## config.mk

```make
export PLATFORM = sky130hd
export DESIGN_NAME = operand_fetch_flat
export DESIGN_NICKNAME = d
export VERILOG_FILES = /design/src/rtl/operand_fetch_pkg.sv /design/src/rtl/operand_fetch_if.sv /design/src/rtl/operand_fetch_op_decode.sv /design/src/rtl/operand_fetch.sv /design/src/flat_wrapper.sv
export SDC_FILE = /design/constraint.sdc
export NUM_CORES = 1
export LEC_CHECK = 0
export ABC_AREA = 0
export CORE_MARGIN = 3
export CORE_UTILIZATION = 37
export DETAILED_ROUTE_END_ITERATION = 12
export PLACE_DENSITY_LB_ADDON = 0.05
export SYNTH_ARGS = -nofsm -noshare
export SYNTH_HDL_FRONTEND = slang
export SYNTH_HIERARCHICAL = 1
export SYNTH_SLANG_ARGS = --single-unit
```

## constraint.sdc

```tcl
create_clock -name clk -period 2.14 [get_ports clk]
set_input_delay 0.214 -clock clk [delete_from_list [all_inputs] [get_ports clk]]
set_output_delay 0.214 -clock clk [all_outputs]
set_load 0.03 [all_outputs]
```

## src/rtl/operand_fetch_pkg.sv

```systemverilog
// Shared widths, opcode/funct constants and decode types for the operand-fetch stage.
package operand_fetch_pkg;
  localparam int RegAddrBus = 5;
  localparam int DataBus = 32;
  localparam logic RstEnable = 1'b1;

  typedef logic [RegAddrBus-1:0] reg_addr_t;
  typedef logic [DataBus-1:0] data_t;

  localparam logic [5:0] OP_SPECIAL = 6'h00;
  localparam logic [5:0] OP_BEQ = 6'h04;
  localparam logic [5:0] OP_BNE = 6'h05;
  localparam logic [5:0] OP_ADDI = 6'h08;
  localparam logic [5:0] OP_ADDIU = 6'h09;
  localparam logic [5:0] OP_SLTI = 6'h0A;
  localparam logic [5:0] OP_SLTIU = 6'h0B;
  localparam logic [5:0] OP_ANDI = 6'h0C;
  localparam logic [5:0] OP_ORI = 6'h0D;
  localparam logic [5:0] OP_XORI = 6'h0E;
  localparam logic [5:0] OP_LUI = 6'h0F;
  localparam logic [5:0] OP_LW = 6'h23;
  localparam logic [5:0] OP_SW = 6'h2B;
  localparam logic [5:0] FUNCT_JR = 6'h08;

  typedef enum logic [1:0] {IMM_SIGN, IMM_ZERO, IMM_HIGH} imm_kind_e;

  typedef struct packed {
    logic use_rs;
    logic use_rt;
    logic we;
    reg_addr_t waddr;
    data_t imm;
  } decode_t;

  function automatic data_t extend_imm(input logic [15:0] imm16, input imm_kind_e kind);
    case (kind)
      IMM_ZERO: return {16'h0, imm16};
      IMM_HIGH: return {imm16, 16'h0};
      default:  return {{16{imm16[15]}}, imm16};
    endcase
  endfunction
endpackage

```

## src/rtl/operand_fetch_if.sv

```systemverilog
// Instruction channel into operand fetch and decoded-operand channel out of it.
interface operand_fetch_if;
  import operand_fetch_pkg::*;

  // Both channels: a beat transfers on a rising edge where valid and ready are
  // both high; the sender holds valid and payload until then, and ready may
  // depend combinationally on valid.
  logic in_valid;
  logic in_ready;
  data_t in_inst;
  data_t in_pc;
  logic out_valid;
  logic out_ready;
  data_t out_pc;
  data_t out_opa;
  data_t out_opb;
  data_t out_imm;
  logic [5:0] out_op;
  logic [5:0] out_funct;
  reg_addr_t out_waddr;
  logic out_we;

  modport master (
    output in_valid, in_inst, in_pc, out_ready,
    input in_ready, out_valid, out_pc, out_opa, out_opb, out_imm,
    input out_op, out_funct, out_waddr, out_we
  );

  modport slave (
    input in_valid, in_inst, in_pc, out_ready,
    output in_ready, out_valid, out_pc, out_opa, out_opb, out_imm,
    output out_op, out_funct, out_waddr, out_we
  );
endinterface

```

## src/rtl/operand_fetch_op_decode.sv

```systemverilog
// Combinational instruction decode: which sources are read, destination,
// write enable and extended immediate.
module op_decode
  import operand_fetch_pkg::*;
(
  input data_t inst,
  output decode_t dec
);
  logic [5:0] op;
  logic [5:0] funct;
  imm_kind_e kind;
  logic unused_shamt;

  assign op = inst[31:26];
  assign funct = inst[5:0];
  assign unused_shamt = ^inst[10:6];

  always_comb begin
    dec.use_rs = 1'b0;
    dec.use_rt = 1'b0;
    dec.we = 1'b0;
    dec.waddr = '0;
    kind = IMM_SIGN;
    case (op)
      OP_SPECIAL: begin
        dec.use_rs = 1'b1;
        dec.use_rt = 1'b1;
        dec.waddr = inst[15:11];
        dec.we = (funct != FUNCT_JR);
      end
      OP_ADDI, OP_ADDIU, OP_SLTI, OP_SLTIU, OP_LW: begin
        dec.use_rs = 1'b1;
        dec.waddr = inst[20:16];
        dec.we = 1'b1;
      end
      OP_ANDI, OP_ORI, OP_XORI: begin
        dec.use_rs = 1'b1;
        dec.waddr = inst[20:16];
        dec.we = 1'b1;
        kind = IMM_ZERO;
      end
      OP_LUI: begin
        dec.waddr = inst[20:16];
        dec.we = 1'b1;
        kind = IMM_HIGH;
      end
      OP_SW, OP_BEQ, OP_BNE: begin
        dec.use_rs = 1'b1;
        dec.use_rt = 1'b1;
      end
      default: ;
    endcase
    dec.imm = extend_imm(inst[15:0], kind);
  end
endmodule

```

## src/rtl/operand_fetch.sv

```systemverilog
// Operand fetch stage: register reads, ex/mem forwarding, load-use stall and
// the output pipeline register towards execute.
module operand_fetch
  import operand_fetch_pkg::*;
(
  input logic clk,
  input logic rst,
  operand_fetch_if.slave bus,
  output logic re0,
  output reg_addr_t raddr0,
  input data_t rdata0,
  output logic re1,
  output reg_addr_t raddr1,
  input data_t rdata1,
  input logic ex_we,
  input logic ex_is_load,
  input reg_addr_t ex_waddr,
  input data_t ex_wdata,
  input logic mem_we,
  input reg_addr_t mem_waddr,
  input data_t mem_wdata,
  input logic flush
);
  decode_t dec;
  reg_addr_t rs;
  reg_addr_t rt;
  data_t opa;
  data_t opb;
  logic ex_fwd;
  logic load_pending;
  logic hazard;
  logic advance;
  logic take;

  op_decode u_decode (
    .inst(bus.in_inst),
    .dec(dec)
  );

  assign rs = bus.in_inst[25:21];
  assign rt = bus.in_inst[20:16];
  assign raddr0 = rs;
  assign raddr1 = rt;
  assign re0 = bus.in_valid & dec.use_rs;
  assign re1 = bus.in_valid & dec.use_rt;

  // A load in execute has no data yet, so it is never a forwarding source.
  function automatic data_t select_operand(
    input reg_addr_t addr, input logic used, input data_t rf, input logic exf,
    input reg_addr_t exa, input data_t exd, input logic mwe, input reg_addr_t ma,
    input data_t md
  );
    if (!used || addr == '0) return '0;
    if (exf && exa == addr) return exd;
    if (mwe && ma == addr) return md;
    return rf;
  endfunction

  assign ex_fwd = ex_we & ~ex_is_load;
  assign opa = select_operand(rs, dec.use_rs, rdata0, ex_fwd, ex_waddr, ex_wdata,
                              mem_we, mem_waddr, mem_wdata);
  assign opb = select_operand(rt, dec.use_rt, rdata1, ex_fwd, ex_waddr, ex_wdata,
                              mem_we, mem_waddr, mem_wdata);

  assign load_pending = ex_we & ex_is_load & (ex_waddr != '0);
  assign hazard = bus.in_valid & load_pending &
                  ((dec.use_rs & (ex_waddr == rs)) | (dec.use_rt & (ex_waddr == rt)));
  assign advance = ~bus.out_valid | bus.out_ready;
  assign bus.in_ready = advance & ~hazard & ~flush & (rst != RstEnable);
  assign take = bus.in_valid & bus.in_ready;

  always_ff @(posedge clk) begin
    if (rst == RstEnable) begin
      bus.out_valid <= 1'b0;
      bus.out_we <= 1'b0;
      bus.out_op <= '0;
      bus.out_funct <= '0;
      bus.out_waddr <= '0;
      bus.out_pc <= '0;
      bus.out_opa <= '0;
      bus.out_opb <= '0;
      bus.out_imm <= '0;
    end else if (flush) begin
      bus.out_valid <= 1'b0;
    end else if (advance) begin
      // Without a transfer this inserts a bubble; payload fields just hold.
      bus.out_valid <= take;
      if (take) begin
        bus.out_pc <= bus.in_pc;
        bus.out_opa <= opa;
        bus.out_opb <= opb;
        bus.out_imm <= dec.imm;
        bus.out_op <= bus.in_inst[31:26];
        bus.out_funct <= bus.in_inst[5:0];
        bus.out_waddr <= dec.waddr;
        bus.out_we <= dec.we;
      end
    end
  end
endmodule

```

## src/flat_wrapper.sv

```systemverilog
// flat-port wrapper written by rule: the top's interface ports become plain ports
module operand_fetch_flat import operand_fetch_pkg::*;
  (clk, rst, re0, raddr0, rdata0, re1, raddr1, rdata1, ex_we, ex_is_load, ex_waddr, ex_wdata, mem_we, mem_waddr, mem_wdata, flush, bus_in_valid, bus_in_inst, bus_in_pc, bus_out_ready, bus_in_ready, bus_out_valid, bus_out_pc, bus_out_opa, bus_out_opb, bus_out_imm, bus_out_op, bus_out_funct, bus_out_waddr, bus_out_we);
  operand_fetch_if bus_i ();
  input logic clk;
  input logic rst;
  output logic re0;
  output reg_addr_t raddr0;
  input data_t rdata0;
  output logic re1;
  output reg_addr_t raddr1;
  input data_t rdata1;
  input logic ex_we;
  input logic ex_is_load;
  input reg_addr_t ex_waddr;
  input data_t ex_wdata;
  input logic mem_we;
  input reg_addr_t mem_waddr;
  input data_t mem_wdata;
  input logic flush;
  input wire logic [$bits(bus_i.in_valid)-1:0] bus_in_valid;
  input wire logic [$bits(bus_i.in_inst)-1:0] bus_in_inst;
  input wire logic [$bits(bus_i.in_pc)-1:0] bus_in_pc;
  input wire logic [$bits(bus_i.out_ready)-1:0] bus_out_ready;
  output wire logic [$bits(bus_i.in_ready)-1:0] bus_in_ready;
  output wire logic [$bits(bus_i.out_valid)-1:0] bus_out_valid;
  output wire logic [$bits(bus_i.out_pc)-1:0] bus_out_pc;
  output wire logic [$bits(bus_i.out_opa)-1:0] bus_out_opa;
  output wire logic [$bits(bus_i.out_opb)-1:0] bus_out_opb;
  output wire logic [$bits(bus_i.out_imm)-1:0] bus_out_imm;
  output wire logic [$bits(bus_i.out_op)-1:0] bus_out_op;
  output wire logic [$bits(bus_i.out_funct)-1:0] bus_out_funct;
  output wire logic [$bits(bus_i.out_waddr)-1:0] bus_out_waddr;
  output wire logic [$bits(bus_i.out_we)-1:0] bus_out_we;
  assign bus_i.in_valid = bus_in_valid;
  assign bus_i.in_inst = bus_in_inst;
  assign bus_i.in_pc = bus_in_pc;
  assign bus_i.out_ready = bus_out_ready;
  assign bus_in_ready = bus_i.in_ready;
  assign bus_out_valid = bus_i.out_valid;
  assign bus_out_pc = bus_i.out_pc;
  assign bus_out_opa = bus_i.out_opa;
  assign bus_out_opb = bus_i.out_opb;
  assign bus_out_imm = bus_i.out_imm;
  assign bus_out_op = bus_i.out_op;
  assign bus_out_funct = bus_i.out_funct;
  assign bus_out_waddr = bus_i.out_waddr;
  assign bus_out_we = bus_i.out_we;
  operand_fetch u_core (.clk(clk), .rst(rst), .bus(bus_i), .re0(re0), .raddr0(raddr0), .rdata0(rdata0), .re1(re1), .raddr1(raddr1), .rdata1(rdata1), .ex_we(ex_we), .ex_is_load(ex_is_load), .ex_waddr(ex_waddr), .ex_wdata(ex_wdata), .mem_we(mem_we), .mem_waddr(mem_waddr), .mem_wdata(mem_wdata), .flush(flush));
endmodule
```

Word level (Yosys, flattened, before mapping)
Cells that the tools add are included.
{"block": "word_totals", "word_cells": 95, "register_bits": 147, "out_inout_bits": 160, "in_bits": 210}
{"block": "classes", "reduce_logical": 18, "eq_ne": 19, "bitwise": 20, "n_mux": 29}
{"cell": "$mux 32", "n": 12}
{"cell": "$pmux 32 s2", "n": 1}
{"cell": "$eq 6x4->1 const B", "n": 8}
{"cell": "$eq 5x5->1", "n": 4}
{"cell": "$mux 1", "n": 14}
{"cell": "$and 1x1->1", "n": 13}
{"cell": "$eq 6x3->1 const B", "n": 2}
{"cell": "$eq 6x6->1 const B", "n": 2}
{"cell": "$pmux 6 s2", "n": 1}
{"cell": "$reduce_or 12->1", "n": 1}
{"cell": "$logic_not 5->1", "n": 2}
{"cell": "$reduce_or 9->1", "n": 1}
{"cell": "$logic_not 6->1", "n": 1}
{"cell": "$ne 6x4->1 const B", "n": 1}
{"cell": "$not 1->1", "n": 5}
{"cell": "$reduce_bool 5->1", "n": 1}
{"cell": "$logic_and 1x1->1", "n": 4}
{"cell": "$pmux 2 s2", "n": 1}
{"cell": "$reduce_or 4->1", "n": 1}
{"cell": "$reduce_and 3->1", "n": 1}
{"cell": "$reduce_or 3->1", "n": 1}
{"cell": "$eq 2x1->1 const B", "n": 1}
{"cell": "$eq 2x2->1 const B", "n": 1}
{"cell": "$logic_not 1->1", "n": 2}
{"cell": "other kinds (3)", "n": 5}

Logic depth before layout (Yosys ltp)
Gate-level depths: netlist of run 1.
{"block": "depth", "depth_word": 12, "ltp_mapped": 10, "mapped_depth_nobuf": 8}

Hierarchy
Netlist of run 1, hierarchy kept.
{"module": "operand_fetch", "area_each_um2": 7223.2, "cells_each": 685, "seq_area_each_um2": 2942.8, "instances": 1}
{"module": "op_decode", "area_each_um2": 483.0, "cells_each": 69, "seq_area_each_um2": 0.0, "instances": 1}

Least setup slack after synthesis of run 1
Ideal clock, no wire load.
{"block": "synth_path", "kind": "input to register", "from": "in bus_in_inst[30]", "to": "reg u_core.bus.out_funct[0]", "arrival_ns": 2.087, "n_path_buf": 2, "slack_ns": -0.068, "t_required_ns": 2.019, "setup_time_ns": 0.121, "path_stages": 10, "path_cell_list": "nor4bb_1 -> a32o_1 -> o2bb2ai_1 -> nand2_1 -> nor2_1 -> o2111ai_4 -> nand2_2 -> buf_6 -> buf_6 -> mux2_4"}
{"element": "from (decl)", "line": "flat_wrapper.sv:22", "text": "input wire logic [$bits(bus_i.in_inst)-1:0] bus_in_inst;"}
{"element": "to (signal assigned)", "line": "operand_fetch.sv:94", "text": "bus.out_funct <= bus.in_inst[5:0];"}
{"element": "to (decl)", "line": "operand_fetch_if.sv:32", "text": "output out_op, out_funct, out_waddr, out_we"}

Worst setup path in the final report of run 1
{"block": "layout_path", "from": "in bus_in_inst[21]", "to": "out bus_in_ready"}
{"block": "layout_between", "elab_chain_len": 8}
{"element": "$eq 5x5->1", "line": "operand_fetch.sv:67", "text": "((dec.use_rs & (ex_waddr == rs)) | (dec.use_rt & (ex_waddr == rt)));"}
{"element": "$and 1x1->1", "line": "operand_fetch.sv:67"}
{"element": "$or 1x1->1", "line": "operand_fetch.sv:67"}
{"element": "$and 1x1->1", "line": "operand_fetch.sv:66", "text": "assign hazard = bus.in_valid & load_pending &"}
{"element": "$not 1->1", "line": "operand_fetch.sv:69", "text": "assign bus.in_ready = advance & ~hazard & ~flush & (rst != RstEnable);"}
{"element": "$and 1x1->1 (3 in a row)", "line": "operand_fetch.sv:69"}
{"element": "to (decl)", "line": "flat_wrapper.sv:25", "text": "output wire logic [$bits(bus_i.in_ready)-1:0] bus_in_ready;"}
No other way between the ends.

==> flow_summary_export.csv, run 1 <==
group,metric,value,unit
global_route,grt_pass1_vias,7200,
synth,yosysTopAreaCell,"dfxtp_1",
floorplanning,die_w,150.3,um
synth,yosys_most_used_dff,"dfxtp_1",
timing,whs,103.4,ps
clock_tree,htreeDepth,4,
synth,synth.area.top_cells,"dfxtp_1, mux2_4, mux2i_1",
synth,synth.avg_cell_area,10.22,um2
routing,vias,6952,
synth,ys_seq_area_frac,0.3819,
placed_design,gp_congestion,0.8222,
setup_path,crit_slowest_cell,"clkdlybuf4s50_1",
setup_path,path_max_fanout,2,
setup_path,cp.arrival,1850,ps
min_path,whs_endpoint,"u_core/bus.out_op[3]$_SDFFE_PP0P_",
floorplanning,start_util,0.3784,
synth,synth.area.mux_share,0.2322,
min_path,hold_path.class,"primary input to register",
setup_path,r2r-start,"u_core/bus.out_valid$_SDFFE_PP0N_",
timing,drv_slew,0,
placed_design,portBuffers,369,
routing,wirelength,26690,um
floorplanning,die_area,22590,um2
power_and_ir_drop,p_per_area,587.8,nW/um2
power_and_ir_drop,peakVddDrop,0.0005221,V
synth,ys_warn_count,6,
placed_design,dpl.cell_count,1389,
floorplanning,fp.dieH,150.3,um
synth,synth_top_area_share,0.3819,
global_route,overflow,0,
synth,async_reset_ff_frac,0,
setup_path,crit_type,"primary input to output port",
setup_path,required,1930,ps
layout,regArea,2943,um2
routing,via_per_inst,4.879,
floorplanning,num_rows,52,
synth,syn_inst,754,
layout,drive_gt1_frac,0.1820,
layout,n_fill_cell,1748,
synth,synth_top_family_by_area,"multiplexers",
clock_tree,cts_tree,"done",
setup_path,reg2reg_to,"u_core/bus.out_opb[16]$_SDFFE_PP0P_",
clock_tree,clockBufferDepth,2,
timing,setup_viol,0,
timing,period_minus_slack,2065,ps
synth,yosys.area_share.simple,0.1499,
routing,firstDrtPassIters,4,
routing,avgRoutedWirePerCell,18.73,um
timing,finalHoldViolCount,0,
layout,fin_nets,1353,
layout,area_growth,64.62,%
setup_path,ff2ff_setup_slack,270,ps
timing,worstMarginPinSlew,656.1,ps
global_route,antenna_found_initial,1,
min_path,min_from,"bus_in_inst[29]",
outcome,run_status,"finished clean",
synth,synth-xor-area-share,0.01932,
timing,max_freq,0.4842,GHz
synth,synthAdderAreaFrac,0.003247,
global_route,grt_usage,0.2306,
global_route,grt_max_degree,65,
routing,ant_nets,0,
routing,drc,0,
min_path,whs_path_depth,2,
floorplanning,core_area,20360,um2
clock_tree,cts_hold_buf,0,
synth,syn-num-nets,966,
synth,synth_edf_count,0,
setup_path,start_kind,"primary input",
timing,finClkSkew,8.695,ps
setup_path,crit_path_cell_trace,"clkdlybuf4s50_1 > xnor2_1 > nand4_1 > nor2_4 > o2111ai_4 > buf_6 > o21a_4 > buf_12",
routing,drtIter0Drc,261,
power_and_ir_drop,p_leak,5.132,nW
placed_design,hpwlAfterDp,19970,um
setup_path,critPathMaxStageDelay,500,ps
clock_tree,cts_root_buffer,"clkbuf_16",
floorplanning,pin_count,370,
setup_path,end_kind,"output port",
run,maxCapViolations,0,
synth,synth_cell_types,53,
layout,multi_input_area,4436,um2
clock_tree,clkSinkCount,147,
layout,final_cells,1425,
synth,synth_compound_area_frac,0.1588,
synth,ys_seq_elements,147,
clock_tree,insertion_delay,430,ps
clock_tree,path_clk_slew,60,ps
timing,relSlewSlack,0.5606,
timing,rsz0062_at_grt,"true",
synth,syn_area,7706,um2
global_route,grt_pass1_wl,40190,um
clock_tree,numCtsBuffers,17,
setup_path,ff2ff_path_depth,8,
timing,fin_crit_sh,0.9650,
==> worst max-delay path by stage <==
stage                     from                                   end  slack [ps]  cells past startpoint
3_3_place_gp   bus_in_inst[30]   u_core/bus.out_imm[16]$_SDFFE_PP0P_        -670                      8
5_1_grt        bus_in_inst[21]                          bus_in_ready         -10                      8
2_1_floorplan  bus_in_inst[30]  u_core/bus.out_funct[0]$_SDFFE_PP0P_          20                     10
6_report       bus_in_inst[21]                          bus_in_ready          70                      8
4_1_cts        bus_in_inst[18]                          bus_in_ready          20                      7
3_5_place_dp   bus_in_inst[30]   u_core/bus.out_imm[20]$_SDFFE_PP0P_        -690                      8
==> cells in the final DEF (no fill, tap or decap), types with 10 or more instances in the layout <==
master	count
mux2_4	60
a22o_1	32
nor2b_1	100
a21oi_1	64
clkbuf_16	17
clkdlybuf4s50_1	345
dfxtp_1	147
xnor2_1	11
dlygate4sd2_1	10
mux2i_1	64
a21o_1	15
mux2_2	13
nor2_1	69
buf_12	15
buf_4	53
a32o_1	32
==> metal layers <==
layer	track usage	wire (um)
met5	0	0
met3	0.09753	2372
met2	0.4077	13610
met1	0.2490	10050
met4	0.07319	656
==> cell usage after synthesis (2+ instances only) <==
| library cell | number |
|---|---|
| xor2_1 | 5 |
| dfxtp_1 | 147 |
| mux2_4 | 60 |
| nor3_1 | 2 |
| nand4_1 | 3 |
| a22o_1 | 32 |
| nand2_1 | 5 |
| nor2b_1 | 101 |
| nand2b_1 | 4 |
| a21o_1 | 15 |
| ha_1 | 2 |
| buf_2 | 13 |
| a21oi_1 | 64 |
| nor2_1 | 71 |
| clkbuf_1 | 29 |
| nor3_4 | 2 |
| a32o_1 | 33 |
| mux2_2 | 13 |
| xnor2_1 | 12 |
| mux2i_1 | 64 |
| mux2_1 | 9 |
| inv_1 | 5 |
| buf_1 | 2 |
| a22o_2 | 5 |
| and2_1 | 4 |
| nand3_1 | 2 |
| buf_6 | 11 |
| buf_4 | 13 |
| o21a_1 | 2 |
==> cells by family (layout without fill, tap and decap cells) <==
logic type                 count (synthesis)  in the layout
DFF                                      147            147
muxes                                    146            146
other                                      0              1
AOI/OAI and AO/OA                        161            161
xor gates and xnor gates                  17             17
and+or+nand+nor                          208            208
buffers and inverters                     73            473
adders and majority gates                  2              2
==> per-stage QoR <==
stage          TNS [ps]  utilization  setup WS, ps  cell area (um2)  power, mW
3_3_place_gp     -80180       0.5893        -674.7            12000      4.456
3_5_place_dp     -91350       0.5893        -689.8            12000      4.462
4_1_cts               0       0.6218         17.34            12660      7.540
6_report              0       0.6229         74.85            12690      7.457
5_1_grt          -13.58       0.6229        -13.58            12690      7.755
2_1_floorplan         0            -         15.55             7710      3.645
==> layout make-up <==
type / count / area share
Multi-Input combinational cell: 534 / 0.3496
Sequential cell: 147 / 0.2320
Antenna cell: 1 / 0.0001973
Clock inverter: 15 / 0.01341
Inverter: 5 / 0.001479
Tap cell: 270 / 0.02663
Timing Repair Buffer: 436 / 0.3431
Clock buffer: 17 / 0.03353
==> registers in the layout (all words and copies together) (netlist names) <==
name,flops
u_core/bus.out_opb,32
u_core/bus.out_waddr,5
u_core/bus.out_funct,6
u_core/bus.out_we,1
u_core/bus.out_op,6
u_core/bus.out_opa,32
u_core/bus.out_pc,32
u_core/bus.out_imm,32
u_core/bus.out_valid,1
==> critical path: cells and delay by family <==
kind	cells	cell delay [ps]
AND/OR/NAND/NOR	2	370
XOR/XNOR	1	140
AO/OA/AOI/OAI	2	340
buffers and inverters	3	770
==> power breakdown <==
group | switching (mW) | internal (mW) | leakage, nW
Clock | 1.30 | 1.75 | 0.282
Combinational | 0.665 | 0.857 | 3.65
Sequential | 0.0473 | 2.84 | 1.20
==> what timing repair did <==
action                     4_1_cts  5_1_grt
buffers inserted                 3        1
pin swaps                       10        7
setup endpoints to repair      147        7
gates resized for setup         45        8
Note: power is estimated with default switching activity, not from simulation.
==> run 2, diff against run 1 <==
--- a/config.mk
+++ b/config.mk
@@ -6,6 +6,7 @@
 export NUM_CORES = 1
 export LEC_CHECK = 0
 export ABC_AREA = 0
+export ABC_CLOCK_PERIOD_IN_PS = 2140
 export CORE_MARGIN = 3
 export CORE_UTILIZATION = 37
 export DETAILED_ROUTE_END_ITERATION = 12
==> results of run 2 <==
The final DEF is identical to that of run 1; final timing and power are the same.
==> run 3, diff against run 2 <==
--- a/config.mk
+++ b/config.mk
@@ -8,7 +8,8 @@
 export ABC_AREA = 0
 export ABC_CLOCK_PERIOD_IN_PS = 2140
 export CORE_MARGIN = 3
-export CORE_UTILIZATION = 37
+export CORE_UTILIZATION = 38
+export CTS_BUF_LIST = sky130_fd_sc_hd__clkbuf_2
 export DETAILED_ROUTE_END_ITERATION = 12
 export PLACE_DENSITY_LB_ADDON = 0.05
 export SYNTH_ARGS = -nofsm -noshare
==> run 3 against run 2 <==
Sequential power is essentially flat. Setup slack worse by 17 ps. Maximum frequency decreased by 0.83%. Clock-buffer cell count unchanged. Utilization up 2.0 points. Sequential cell count unchanged. First-iteration DRC count grew 20%. Die area down 2.5%. Critical endpoint unchanged.
==> flow_summary_export.csv, run 3 (synthesized netlist as in run 1, its figures left out) <==
group,metric,value,unit
global_route,grt_usage,0.2313,
min_path,min_from,"bus_in_inst[30]",
clock_tree,cts_tree,"done",
power_and_ir_drop,comb_power_share,0.244,
clock_tree,clockBufferDepth,2,
timing,relSlewSlack,0.2564,
timing,max_freq,0.4802,GHz
outcome,run_status,"finished clean",
placed_design,portBuffers,369,
timing,fin_crit_sh,0.9731,
placed_design,gp_congestion,0.8526,
floorplanning,pin_count,370,
power_and_ir_drop,peakVddDrop,0.0002891,V
layout,fin_nets,1371,
power_and_ir_drop,p_per_area,497.1,nW/um2
floorplanning,die_area,22020,um2
clock_tree,htreeDepth,4,
routing,wl_met1,10380,um
layout,n_fill_cell,1663,
clock_tree,path_clk_slew,270,ps
timing,worstMarginPinSlew,1113,ps
timing,drv_slew,0,
timing,finClkSkew,21.21,ps
power_and_ir_drop,p_seq_frac,0.459,
power_and_ir_drop,p_sw_frac,0.2987,
routing,ant_nets,0,
routing,avgRoutedWirePerCell,18.35,um
power_and_ir_drop,p_switching,1.881,mW
timing,rsz0062_at_grt,"true",
routing,vias,7102,
global_route,antenna_found_initial,1,
timing,setup_viol,0,
routing,drc,0,
routing,firstDrtPassIters,4,
run,maxCapViolations,0,
placed_design,hpwlAfterDp,19360,um
setup_path,crit_type,"primary input to output port",
global_route,overflow,0,
clock_tree,insertion_delay,710,ps
floorplanning,num_rows,51,
clock_tree,cts_root_buffer,"clkbuf_2",
power_and_ir_drop,p_leak,6.100,nW
routing,top_layer_used,"met4",
routing,drtIter0Drc,314,
setup_path,required,1930,ps
layout,final_util,0.6425,
setup_path,r2r-start,"u_core/bus.out_valid$_SDFFE_PP0N_",
placed_design,post-place-ws,-698.8,ps
setup_path,ff2ff_setup_slack,190,ps
global_route,grt_pass1_vias,7179,
layout,drive_gt1_frac,0.1681,
routing,wl_met2,13110,um
routing,via_per_inst,4.939,
min_path,hold_path.class,"primary input to register",
routing,dr_wl_met3,2402,um
setup_path,cp.arrival,1870,ps
layout,final_cells,1438,
global_route,grt_max_degree,85,
power_and_ir_drop,clkPwrFrac,0.297,
clock_tree,clkSinkCount,147,
placed_design,dpl.cell_count,1379,
floorplanning,die_w,148.4,um
floorplanning,fp.dieH,148.4,um
setup_path,end_kind,"output port",
timing,setup_ws,57.60,ps
power_and_ir_drop,power.internal,4.416,mW
setup_path,start_kind,"primary input",
routing,wirelength,26390,um
floorplanning,core_area,19720,um2
clock_tree,numCtsBuffers,17,
floorplanning,start_util,0.3908,
layout,area_growth,64.39,%
timing,finalHoldViolCount,0,
global_route,grt_pass1_wl,40190,um
timing,period_minus_slack,2082,ps
layout,final_cell_mix,"clkdlybuf4s50_1, dfxtp_1, nor2b_1, nor2_1",
setup_path,crit_path_start,"ex_waddr[1]",
layout,final_common_cell,"clkdlybuf4s50_1",
setup_path,path_max_fanout,3,
run 3: changes by cell type in the layout (fill, tap and decap cells not counted), sizes merged:
cell,change
clkdlybuf4s50,-49
clkinvlp,-2
buf,-10
inv,+1
dlygate4sd3,+23
dlymetal6s2s,+56
dlygate4sd2,-3
clkdlybuf4s15,+1
bufinv,+1
run 3: through the flow:
stage                     hold slack, ps  instance area (um2)  TNS, ps  power, mW
after floorplan                    292.5                 7710        0      3.645
after global placement             446.5                11940   -80250      4.438
after detailed placement           457.0                11940   -87660      4.446
after CTS                          1.701                12390        0      6.355
after global routing             -0.6681                12670   -89.63      6.587
final                              95.45                12670        0      6.298
run 3: metal layers:
metal | vias up | GRT usage
met5 | - | 0
met2 | 272 | 0.3974
li1 | 3491 | -
met3 | 27 | 0.08288
met4 | 0 | 0.06097
met1 | 3312 | 0.2751
run 3: worst max-delay path, cell delays in order:
cell             delay, ps
clkdlybuf4s50_1        540
xnor2_1                140
nand4_1                190
nor3b_4                250
o2111ai_4              160
o21a_1                 200
buf_4                  170
run 3: repair_timing:
action | in CTS | in global routing
endpoints found under the hold margin | 12 | 11
buffers inserted | 5 | 0
pin swaps | 7 | 3
endpoints found under the setup margin | 2 | 61
gates resized for setup | 18 | 63
hold buffers | 12 | 11
run 3: power groups by stage:
stage / Combinational (mW) / Sequential (mW) / Clock, mW
2_1_floorplan: 0.510 / 3.13 / 0
3_3_place_gp: 1.50 / 2.94 / 0
3_5_place_dp: 1.50 / 2.94 / 0
4_1_cts: 1.53 / 2.89 / 1.93
5_1_grt: 1.64 / 2.90 / 2.05
6_report: 1.54 / 2.89 / 1.87
run 3: path summary, 6_finish.rpt:
check,to,depth (start not counted)
min,u_core/bus.out_op[4]$_SDFFE_PP0P_,3
max reg2reg,u_core/bus.out_pc[0]$_SDFFE_PP0P_,8
min reg2reg,u_core/bus.out_opa[16]$_SDFFE_PP0P_,1
max,bus_in_ready,7
run 3: cell type report:
| type | count | area (um2) | area share |
|---|---|---|---|
| clock buffers | 17 | 85.08 | 0.006716 |
| inverters | 5 | 18.77 | 0.001481 |
| diodes | 1 | 2.502 | 0.0001975 |
| well taps | 265 | 331.6 | 0.02617 |
| repair buffers | 454 | 4696 | 0.3707 |
| clock inverters | 15 | 195.2 | 0.01541 |
| multi-input cells | 534 | 4397 | 0.3471 |
| flip-flops and latches | 147 | 2943 | 0.2323 |
